==> src/rtl/comb_equiv_sweeper.sv <==
// Exhaustive clocked equivalence sweep of two combinational models sharing one stimulus bus.
// Optional first-mismatch capture is enabled by defining DIFF_LOG_EN.
module comb_equiv_sweeper #(
  parameter int N_IN   = 2,
  parameter int W      = 1,
  parameter int SETTLE = 1,
  parameter int CNT_W  = 8
) (
  input  logic             clk,
  input  logic             rst,
  input  logic             start,
  output logic [N_IN-1:0]  stim,
  input  logic [W-1:0]     res_ca,
  input  logic [W-1:0]     res_ac,
  output logic             busy,
  output logic             done,
  output logic             pass,
  output logic [CNT_W-1:0] mismatch_cnt,
  output logic [N_IN-1:0]  first_bad_stim,
  output logic             first_bad_valid
);

  typedef enum logic [2:0] {
    ST_IDLE,
    ST_APPLY,
    ST_WAIT,
    ST_CHECK,
    ST_DONE
  } state_t;

  // Extra vec bit keeps the last-vector compare from wrapping to zero.
  localparam logic [N_IN:0] LAST_VEC  = (N_IN+1)'((1 << N_IN) - 1);
  localparam logic [3:0]    WAIT_INIT = (SETTLE > 0) ? 4'(SETTLE - 1) : 4'd0;

  state_t           r_state;
  state_t           w_next;
  logic [N_IN:0]    r_vec;
  logic [3:0]       r_waitCnt;
  logic [N_IN-1:0]  r_stim;
  logic [CNT_W-1:0] r_cnt;
  logic             r_pass;
  logic             w_start;
  logic             w_mismatch;
  logic [CNT_W-1:0] w_cntNext;

  assign w_start    = start && ((r_state == ST_IDLE) || (r_state == ST_DONE));
  assign w_mismatch = (res_ca !== res_ac);
  assign w_cntNext  = (w_mismatch && !(&r_cnt)) ? r_cnt + CNT_W'(1) : r_cnt;

  always_ff @(posedge clk or posedge rst) begin
    if (rst) r_state <= ST_IDLE;
    else     r_state <= w_next;
  end

  always_comb begin
    w_next = r_state;
    case (r_state)
      ST_IDLE, ST_DONE: if (start) w_next = ST_APPLY;
      ST_APPLY:         w_next = (SETTLE > 0) ? ST_WAIT : ST_CHECK;
      ST_WAIT:          if (r_waitCnt == 4'd0) w_next = ST_CHECK;
      ST_CHECK:         w_next = (r_vec == LAST_VEC) ? ST_DONE : ST_APPLY;
      default:          w_next = ST_IDLE;
    endcase
  end

  always_ff @(posedge clk or posedge rst) begin
    if (rst) begin
      r_vec     <= '0;
      r_waitCnt <= '0;
      r_stim    <= '0;
      r_cnt     <= '0;
      r_pass    <= 1'b0;
    end else if (w_start) begin
      r_vec  <= '0;
      r_cnt  <= '0;
      r_pass <= 1'b0;
    end else begin
      case (r_state)
        ST_APPLY: begin
          r_stim    <= r_vec[N_IN-1:0];
          r_waitCnt <= WAIT_INIT;
        end
        ST_WAIT: begin
          if (r_waitCnt != 4'd0) r_waitCnt <= r_waitCnt - 4'd1;
        end
        ST_CHECK: begin
          r_cnt <= w_cntNext;
          if (r_vec == LAST_VEC) r_pass <= (w_cntNext == '0);
          else                   r_vec  <= r_vec + (N_IN+1)'(1);
        end
        default: ;
      endcase
    end
  end

  assign stim         = r_stim;
  assign mismatch_cnt = r_cnt;
  assign pass         = r_pass;
  assign busy         = (r_state == ST_APPLY) || (r_state == ST_WAIT) || (r_state == ST_CHECK);
  assign done         = (r_state == ST_DONE);

`ifdef DIFF_LOG_EN
  logic [N_IN-1:0] r_firstBadStim;
  logic            r_firstBadValid;

  // Only the first mismatch of a sweep is kept; later ones leave it alone.
  always_ff @(posedge clk or posedge rst) begin
    if (rst) begin
      r_firstBadStim  <= '0;
      r_firstBadValid <= 1'b0;
    end else if (w_start) begin
      r_firstBadStim  <= '0;
      r_firstBadValid <= 1'b0;
    end else if ((r_state == ST_CHECK) && w_mismatch && !r_firstBadValid) begin
      r_firstBadStim  <= r_vec[N_IN-1:0];
      r_firstBadValid <= 1'b1;
    end
  end

  assign first_bad_stim  = r_firstBadStim;
  assign first_bad_valid = r_firstBadValid;
`else
  assign first_bad_stim  = '0;
  assign first_bad_valid = 1'b0;
`endif

endmodule
==> config.mk <==
export PLATFORM = sky130hd
export DESIGN_NAME = comb_equiv_sweeper
export DESIGN_NICKNAME = d
export VERILOG_FILES = /design/src/rtl/comb_equiv_sweeper.sv
export SDC_FILE = /design/constraint.sdc
export NUM_CORES = 1
export LEC_CHECK = 0
export BUFFER_PORTS_ARGS = -buffer_cell sky130_fd_sc_hd__buf_4
export CORE_ASPECT_RATIO = 0.8
export CORE_MARGIN = 2
export CORE_UTILIZATION = 55
export CTS_CLUSTER_DIAMETER = 80
export DETAILED_ROUTE_END_ITERATION = 16
export PLACE_DENSITY = 0.78
export REMOVE_ABC_BUFFERS = 1
export SETUP_SLACK_MARGIN = 0.1
export SLEW_MARGIN = 20
export SYNTH_ARGS = -nofsm -noshare
export SYNTH_HDL_FRONTEND = slang
export SYNTH_SLANG_ARGS = --single-unit
==> constraint.sdc <==
create_clock -name clk -period 2.5 [get_ports clk]
set_clock_uncertainty 0.2 [all_clocks]
set_input_delay 0.5 -clock clk [delete_from_list [all_inputs] [get_ports clk]]
set_output_delay 0.5 -clock clk [all_outputs]
set_load 0.05 [all_outputs]
==> out/qor.yml, run 1 <==
setup_tns_ps: 0
groute.usage.overall_pct: 20.0
layout.area.seq_sq_um: 527
numCtsBuffers: 3
commonest_cells_after_routing_fill_and_taps_aside: "sky130_fd_sc_hd__nand2_1 (22), sky130_fd_sc_hd__dfrtp_1 (20), sky130_fd_sc_hd__o21ai_0 (19), sky130_fd_sc_hd__buf_4 (17)"
overflow: 0
drtPass1Iterations: 10
min_path_type: "input port to async pin"
grt_setup_unrepaired: "no"
power_per_cell_area_nw_per_um2: 942
synth.avg_cell_area_sq_um: 8.63
synthesis.area_sq_um: 1330
detail_route.drc_violations: 1
synthTopCellsByArea: "sky130_fd_sc_hd__dfrtp_1 (40%), sky130_fd_sc_hd__o21ai_0 (7.2%), sky130_fd_sc_hd__nand2_1 (6.2%)"
drt_wl_total_microns: 2680
worst_slew_margin_rel_pct: 48.1
fillers: 169
die_x_microns: 59.0
async_set_reset_flop_share_out_of_synthesis_pct: 100
io_buffers: 17
post_cts_resized: 0
cap_violations: 0
routed-wl-met3_microns: 177
worst_r2r_src: "mismatch_cnt[1]"
yosys_top_cell_by_area: "sky130_fd_sc_hd__dfrtp_1"
start_util_pct: 60.0
yosys.area_share.adder_pct: 3.77
tritoncts_num_sinks: 21
synth.yosys.seq_area_share_pct: 39.5
synth-simple-area-share_pct: 25.3
setup.reg_to_reg.worst_slack_ps: 230
synthDistinctLibCells: 44
dominant_combinational_cell_family_by_area_after_synthesis: "simple AND/OR/NAND/NOR gates"
core.rowCount: 15
timing.final.max_slew_violations: 0
clk_pin_slew_ps: 110
power_leakage_nw: 0.665
share_of_synthesized_area_spent_on_multiplexers_pct: 4.71
timing.critical_path.from_type: "flop"
timing.rr.end: "pass"
worst_ep_arrival_time_ps: 2280
violated_checks: "DRC"
placed_cell_area_sq_um: 1450
initial_antenna_violation_count: 0
final_antenna_net_count: 0
vias: 1132
crit_fanout: 5
wire_per_inst_microns: 13.9
worst_pin_slew_ps: 777
final.min_clock_period_ps: 2270
yosys.area_share.xor_xnor_pct: 1.98
yosys.area.top_type_share_pct: 39.5
synth_ff_type: "sky130_fd_sc_hd__dfrtp_1"
post-cts-setup-buffer-count: 0
placeableCoreArea_sq_um: 2210
combPwrFrac_pct: 49.0
power.ir.vdd_worst_uv: 643
result_of_the_run: "finished, violations left"
power.net_switching_w: 0.000669
timing.fmax_ghz: 0.441
timing.critical_path.to_type: "flop"
power.switching_fraction_pct: 48.1
worst-endpoint-required_ps: 2510
die-area_sq_um: 2830
first_global_vias: 918
dr.max_layer_used: "met4"
setup_viol: 0
route.layer.met1.wl_microns: 1230
post_route_cells_drive_above_1_share_pct: 20.2
yosys_warnings: 0
most_common_library_cell_in_the_layout_ignoring_fill_and_taps: "sky130_fd_sc_hd__nand2_1"
maximum_number_of_pins_on_one_net_before_global_route_repair: 22
multi_input_area_sq_um: 734
root_buffer_cell: "sky130_fd_sc_hd__clkbuf_4"
final_layout_net_count: 178
portion_of_total_power_attributed_to_sequential_cells_pct: 39.6
ctsLongestPathBuffers: 2
cts.hold.buffers_added: 0
synth.ff_latch_count: 21
synth_compound_area_share_pct: 18.6
vias_per_cell: 5.87
syn_to_final_growth_pct: 11.1
cts_max_level: 1
clock_power_share_pct: 11.5
timing_worst_setup_path_type: "flop to flop"
synth-edff-count: 0
netlist_instances: 154
num_antenna_cells: 0
ff2ff_path_depth: 6
dr.first_iter.drc_count: 50
global_route_wire_length_before_repair_microns: 4110
tritoncts_clock_tree: "built"
dp_hpwl_microns: 2030
gp_congestion: 0.914
layout_worst_path_cycle_share_pct: 90.7
final-hold-violation-count: 0
clock_latency_ps: 300
report.power.total_w: 0.00139
power.internal_w: 0.000721
met2RoutedLength_microns: 1260
final_design_area_no_fill_sq_um: 1480
die_h_microns: 48.0
pin_count: 21
-- per-layer routing --
| metal | up-vias | track usage (%) |
|---|---|---|
| li1 | 572 | - |
| met3 | 2 | 6.22 |
| met5 | - | 0 |
| met1 | 516 | 26.6 |
| met4 | 0 | 4.09 |
| met2 | 42 | 32.9 |
-- power groups by stage --
stage / registers [W] / clock network [W] / logic (W)
6_report: 0.000550 / 0.000160 / 0.000681
5_1_grt: 0.000563 / 0.000180 / 0.000749
4_1_cts: 0.000546 / 0.000167 / 0.000683
3_5_place_dp: 0.000553 / 0 / 0.000679
3_3_place_gp: 0.000546 / 0 / 0.000665
2_1_floorplan: 0.000666 / 0 / 0.000371
-- synthesized netlist by cell type (3+ instances only) --
cell / instances
sky130_fd_sc_hd__nand2_1: 22
sky130_fd_sc_hd__mux2i_1: 4
sky130_fd_sc_hd__ha_1: 4
sky130_fd_sc_hd__nor2_1: 7
sky130_fd_sc_hd__nor3_1: 4
sky130_fd_sc_hd__nand3_1: 7
sky130_fd_sc_hd__o21ai_0: 19
sky130_fd_sc_hd__inv_1: 7
sky130_fd_sc_hd__a21oi_1: 7
sky130_fd_sc_hd__buf_4: 3
sky130_fd_sc_hd__clkbuf_1: 3
sky130_fd_sc_hd__nand3b_1: 3
sky130_fd_sc_hd__dfrtp_1: 21
sky130_fd_sc_hd__a31oi_1: 3
sky130_fd_sc_hd__nand2b_1: 3
-- how the worst max path moves through the flow --
stage	start	end	slack, ps
after floorplan	mismatch_cnt[0]	pass	40
after global placement	res_ac	pass	300
after detailed placement	res_ac	pass	180
after CTS	mismatch_cnt[0]	pass	220
after global routing	mismatch_cnt[1]	pass	120
final	mismatch_cnt[1]	pass	230
-- critical path, stage by stage, from the launching register on --
cell                        delay, ps
sky130_fd_sc_hd__dfrtp_1          430
sky130_fd_sc_hd__ha_1             240
sky130_fd_sc_hd__clkinv_1         100
sky130_fd_sc_hd__or3_4            410
sky130_fd_sc_hd__a2111oi_0        410
sky130_fd_sc_hd__a31oi_1          120
sky130_fd_sc_hd__o31ai_2          280
-- through the flow --
step	hold slack [ps]	setup slack [ps]	cells	utilization, %
2_1_floorplan	269	40.3	147	-
3_3_place_gp	283	297	189	65.4
3_5_place_dp	294	177	189	65.4
4_1_cts	154	218	193	66.6
5_1_grt	181	117	193	66.7
6_report	135	232	193	66.7
-- kinds of logic after synthesis --
group	Yosys count
buf+inv	17
flops	21
fa+ha+maj	4
mux	6
compound gates	40
other cells	1
simple gates	62
xor+xnor	3
-- layout make-up --
| cell class | count | area share, % |
|---|---|---|
| tap | 25 | 2.12 |
| multi-input combinational | 118 | 49.7 |
| timing repair buffer | 17 | 8.64 |
| inverter | 8 | 2.03 |
| clock buffer | 4 | 1.78 |
| sequential | 21 | 35.7 |
-- state kept, by name, indices dropped and copies added (netlist names) --
name / count
mismatch_cnt: 8
r_waitCnt: 4
stim: 2
pass: 1
r_vec: 3
r_state: 3
Note: power is estimated with default switching activity, not from simulation.
==> run 2: changes to the inputs <==
--- a/config.mk
+++ b/config.mk
@@ -12,4 +12,5 @@
 export CTS_CLUSTER_DIAMETER = 80
 export DETAILED_ROUTE_END_ITERATION = 16
+export HOLD_SLACK_MARGIN = 0.06
 export PLACE_DENSITY = 0.78
 export REMOVE_ABC_BUFFERS = 1
==> constraint.sdc (replaced) <==
create_clock -name clk -period 2.5 [get_ports clk]
set_clock_uncertainty 0.2 [all_clocks]
set_input_delay 0.5 -clock clk [delete_from_list [all_inputs] [get_ports clk]]
set_output_delay 0.5 -clock clk [all_outputs]
set_load 0.005 [all_outputs]
==> out/qor.yml, run 2 (same netlist as run 1, synthesis figures left out) <==
dr.first_iter.drc_count: 80  # was 50
wire_per_inst_microns: 14.8  # was 13.9 microns
gp_congestion: 0.912  # was 0.914
cts_max_level: 1  # unchanged
timing.critical_path.to_type: "flop"  # unchanged
global_route_wire_length_before_repair_microns: 4530  # was 4110 microns
num_antenna_cells: 0  # unchanged
post_route_cells_drive_above_1_share_pct: 21.3  # was 20.2%
root_buffer_cell: "sky130_fd_sc_hd__clkbuf_4"  # unchanged
overflow: 0  # unchanged
tritoncts_num_sinks: 21  # unchanged
power_leakage_nw: 0.673  # was 0.665 nW
timing.rr.end: "pass"  # unchanged
grt_setup_unrepaired: "no"  # unchanged
timing.critical_path.from_type: "flop"  # unchanged
crit_fanout: 5  # unchanged
vias_per_cell: 6.17  # was 5.87
ff2ff_path_depth: 6  # unchanged
final.min_clock_period_ps: 2310  # was 2270 ps
report.power.total_w: 0.00123  # was 0.00139 W
detail_route.drc_violations: 1  # unchanged
syn_to_final_growth_pct: 11.9  # was 11.1%
grt.met1_usage_pct: 28.6  # was 26.6%
placeableCoreArea_sq_um: 2210  # unchanged
power_per_cell_area_nw_per_um2: 826  # was 942 nW/um^2
final_antenna_net_count: 0  # unchanged
worst_slew_margin_rel_pct: 45.9  # was 48.1%
drtPass1Iterations: 10  # unchanged
start_util_pct: 60.0  # unchanged
core.rowCount: 15  # unchanged
layout_worst_path_cycle_share_pct: 92.6  # was 90.7%
grtUsageMet3_pct: 6.22  # unchanged
groute.usage.overall_pct: 21.7  # was 20.0%
worst_r2r_src: "mismatch_cnt[1]"  # unchanged
most_used_routing_layer_in_global_routing: "met2"  # unchanged
drt_wl_total_microns: 2880  # was 2680 microns
fillers: 166  # was 169
die-area_sq_um: 2830  # unchanged
dp_hpwl_microns: 2080  # was 2030 microns
worst-endpoint-required_ps: 2530  # was 2510 ps
cap_violations: 0  # unchanged
commonest_cells_after_routing_fill_and_taps_aside: "sky130_fd_sc_hd__nand2_1 (22), sky130_fd_sc_hd__dfrtp_1 (20), sky130_fd_sc_hd__o21ai_0 (19), sky130_fd_sc_hd__buf_4 (18)"  # was sky130_fd_sc_hd__nand2_1 (22), sky130_fd_sc_hd__dfrtp_1 (20), sky130_fd_sc_hd__o21ai_0 (19), sky130_fd_sc_hd__buf_4 (17)
die_x_microns: 59.0  # unchanged
first_global_vias: 1032  # was 918
maximum_number_of_pins_on_one_net_before_global_route_repair: 22  # unchanged
pin_count: 21  # unchanged
worst_ep_arrival_time_ps: 2340  # was 2280 ps
power.ir.vdd_worst_uv: 645  # was 643 uV
result_of_the_run: "finished, violations left"  # unchanged
final-hold-violation-count: 0  # unchanged
io_buffers: 17  # unchanged
largest_register_ffs: 8  # unchanged
violated_checks: "DRC"  # unchanged
initial_antenna_violation_count: 0  # unchanged
grt.met2_usage_pct: 36.0  # was 32.9%
timing.fmax_ghz: 0.432  # was 0.441 GHz
setup_viol: 0  # unchanged
setup_tns_ps: 0  # unchanged
clk_pin_slew_ps: 120  # was 110 ps
min_path_type: "input port to async pin"  # unchanged
ctsLongestPathBuffers: 2  # unchanged
most_common_library_cell_in_the_layout_ignoring_fill_and_taps: "sky130_fd_sc_hd__nand2_1"  # unchanged
timing_worst_setup_path_type: "flop to flop"  # unchanged
vias: 1197  # was 1132
final_layout_net_count: 179  # was 178
numCtsBuffers: 3  # unchanged
timing.final.max_slew_violations: 0  # unchanged
tritoncts_clock_tree: "built"  # unchanged
setup.reg_to_reg.worst_slack_ps: 190  # was 230 ps
clock_latency_ps: 310  # was 300 ps
die_h_microns: 48.0  # unchanged
worst_pin_slew_ps: 810  # was 777 ps
## run 2: layout make-up
class,instances,area [sq um],area share (%)
tap,25,31.3,2.10
clock inverter,1,5.00,0.337
sequential,21,527,35.4
multi-input combinational,118,736,49.5
timing repair buffer,18,135,9.09
inverter,8,30.0,2.02
clock buffer,3,22.5,1.52
## run 2: through the flow
| stage | worst slack (ps) | area (sq um) | util, % | hold slack [ps] | std cells |
|---|---|---|---|---|---|
| 2_1_floorplan | 399 | 1290 | - | 269 | 147 |
| 3_3_place_gp | 299 | 1460 | 65.8 | 283 | 190 |
| 3_5_place_dp | 152 | 1460 | 65.8 | 294 | 190 |
| 4_1_cts | 144 | 1480 | 67.0 | 160 | 194 |
| 5_1_grt | 121 | 1490 | 67.1 | 185 | 194 |
| 6_report | 186 | 1490 | 67.1 | 134 | 194 |
## run 2: worst max-delay path by stage
stage | start | end | slack, ps | cells past startpoint
floorplan | mismatch_cnt[0] | pass | 400 | 6
global placement | res_ac | pass | 300 | 6
detailed placement | res_ac | pass | 150 | 6
CTS | mismatch_cnt[0] | pass | 140 | 6
global route | mismatch_cnt[1] | pass | 120 | 6
finish | mismatch_cnt[1] | pass | 190 | 6
## run 2: where the power goes
part / switching, W / leakage [nW] / internal, W / total [W]
registers: 0.000105 / 0.279 / 0.000424 / 0.000529
clock network: 0.000105 / 0.0177 / 0.0000597 / 0.000165
logic: 0.000293 / 0.376 / 0.000241 / 0.000534
total: 0.000503 / 0.673 / 0.000725 / 0.00123
## run 2: timing repair
action,CTS,global route
resized for setup,0,2
setup endpoints to repair,0,1
buffers inserted,0,0
hold buffers,0,0
## run 2: worst max-delay path, cell delays in order, from the launching register on
cell and delay [ps]:
sky130_fd_sc_hd__dfrtp_1 430, sky130_fd_sc_hd__ha_1 240, sky130_fd_sc_hd__clkinv_1 110, sky130_fd_sc_hd__or3_4 410, sky130_fd_sc_hd__a2111oi_1 450, sky130_fd_sc_hd__a31oi_1 130, sky130_fd_sc_hd__o31ai_2 260
## run 2: per-layer routing
| metal | share of wire [%] | vias up |
|---|---|---|
| met1 | 43 | 559 |
| met5 | 0 | - |
| met2 | 47 | 60 |
| li1 | - | 572 |
| met3 | 8.9 | 6 |
| met4 | 0.56 | 0 |
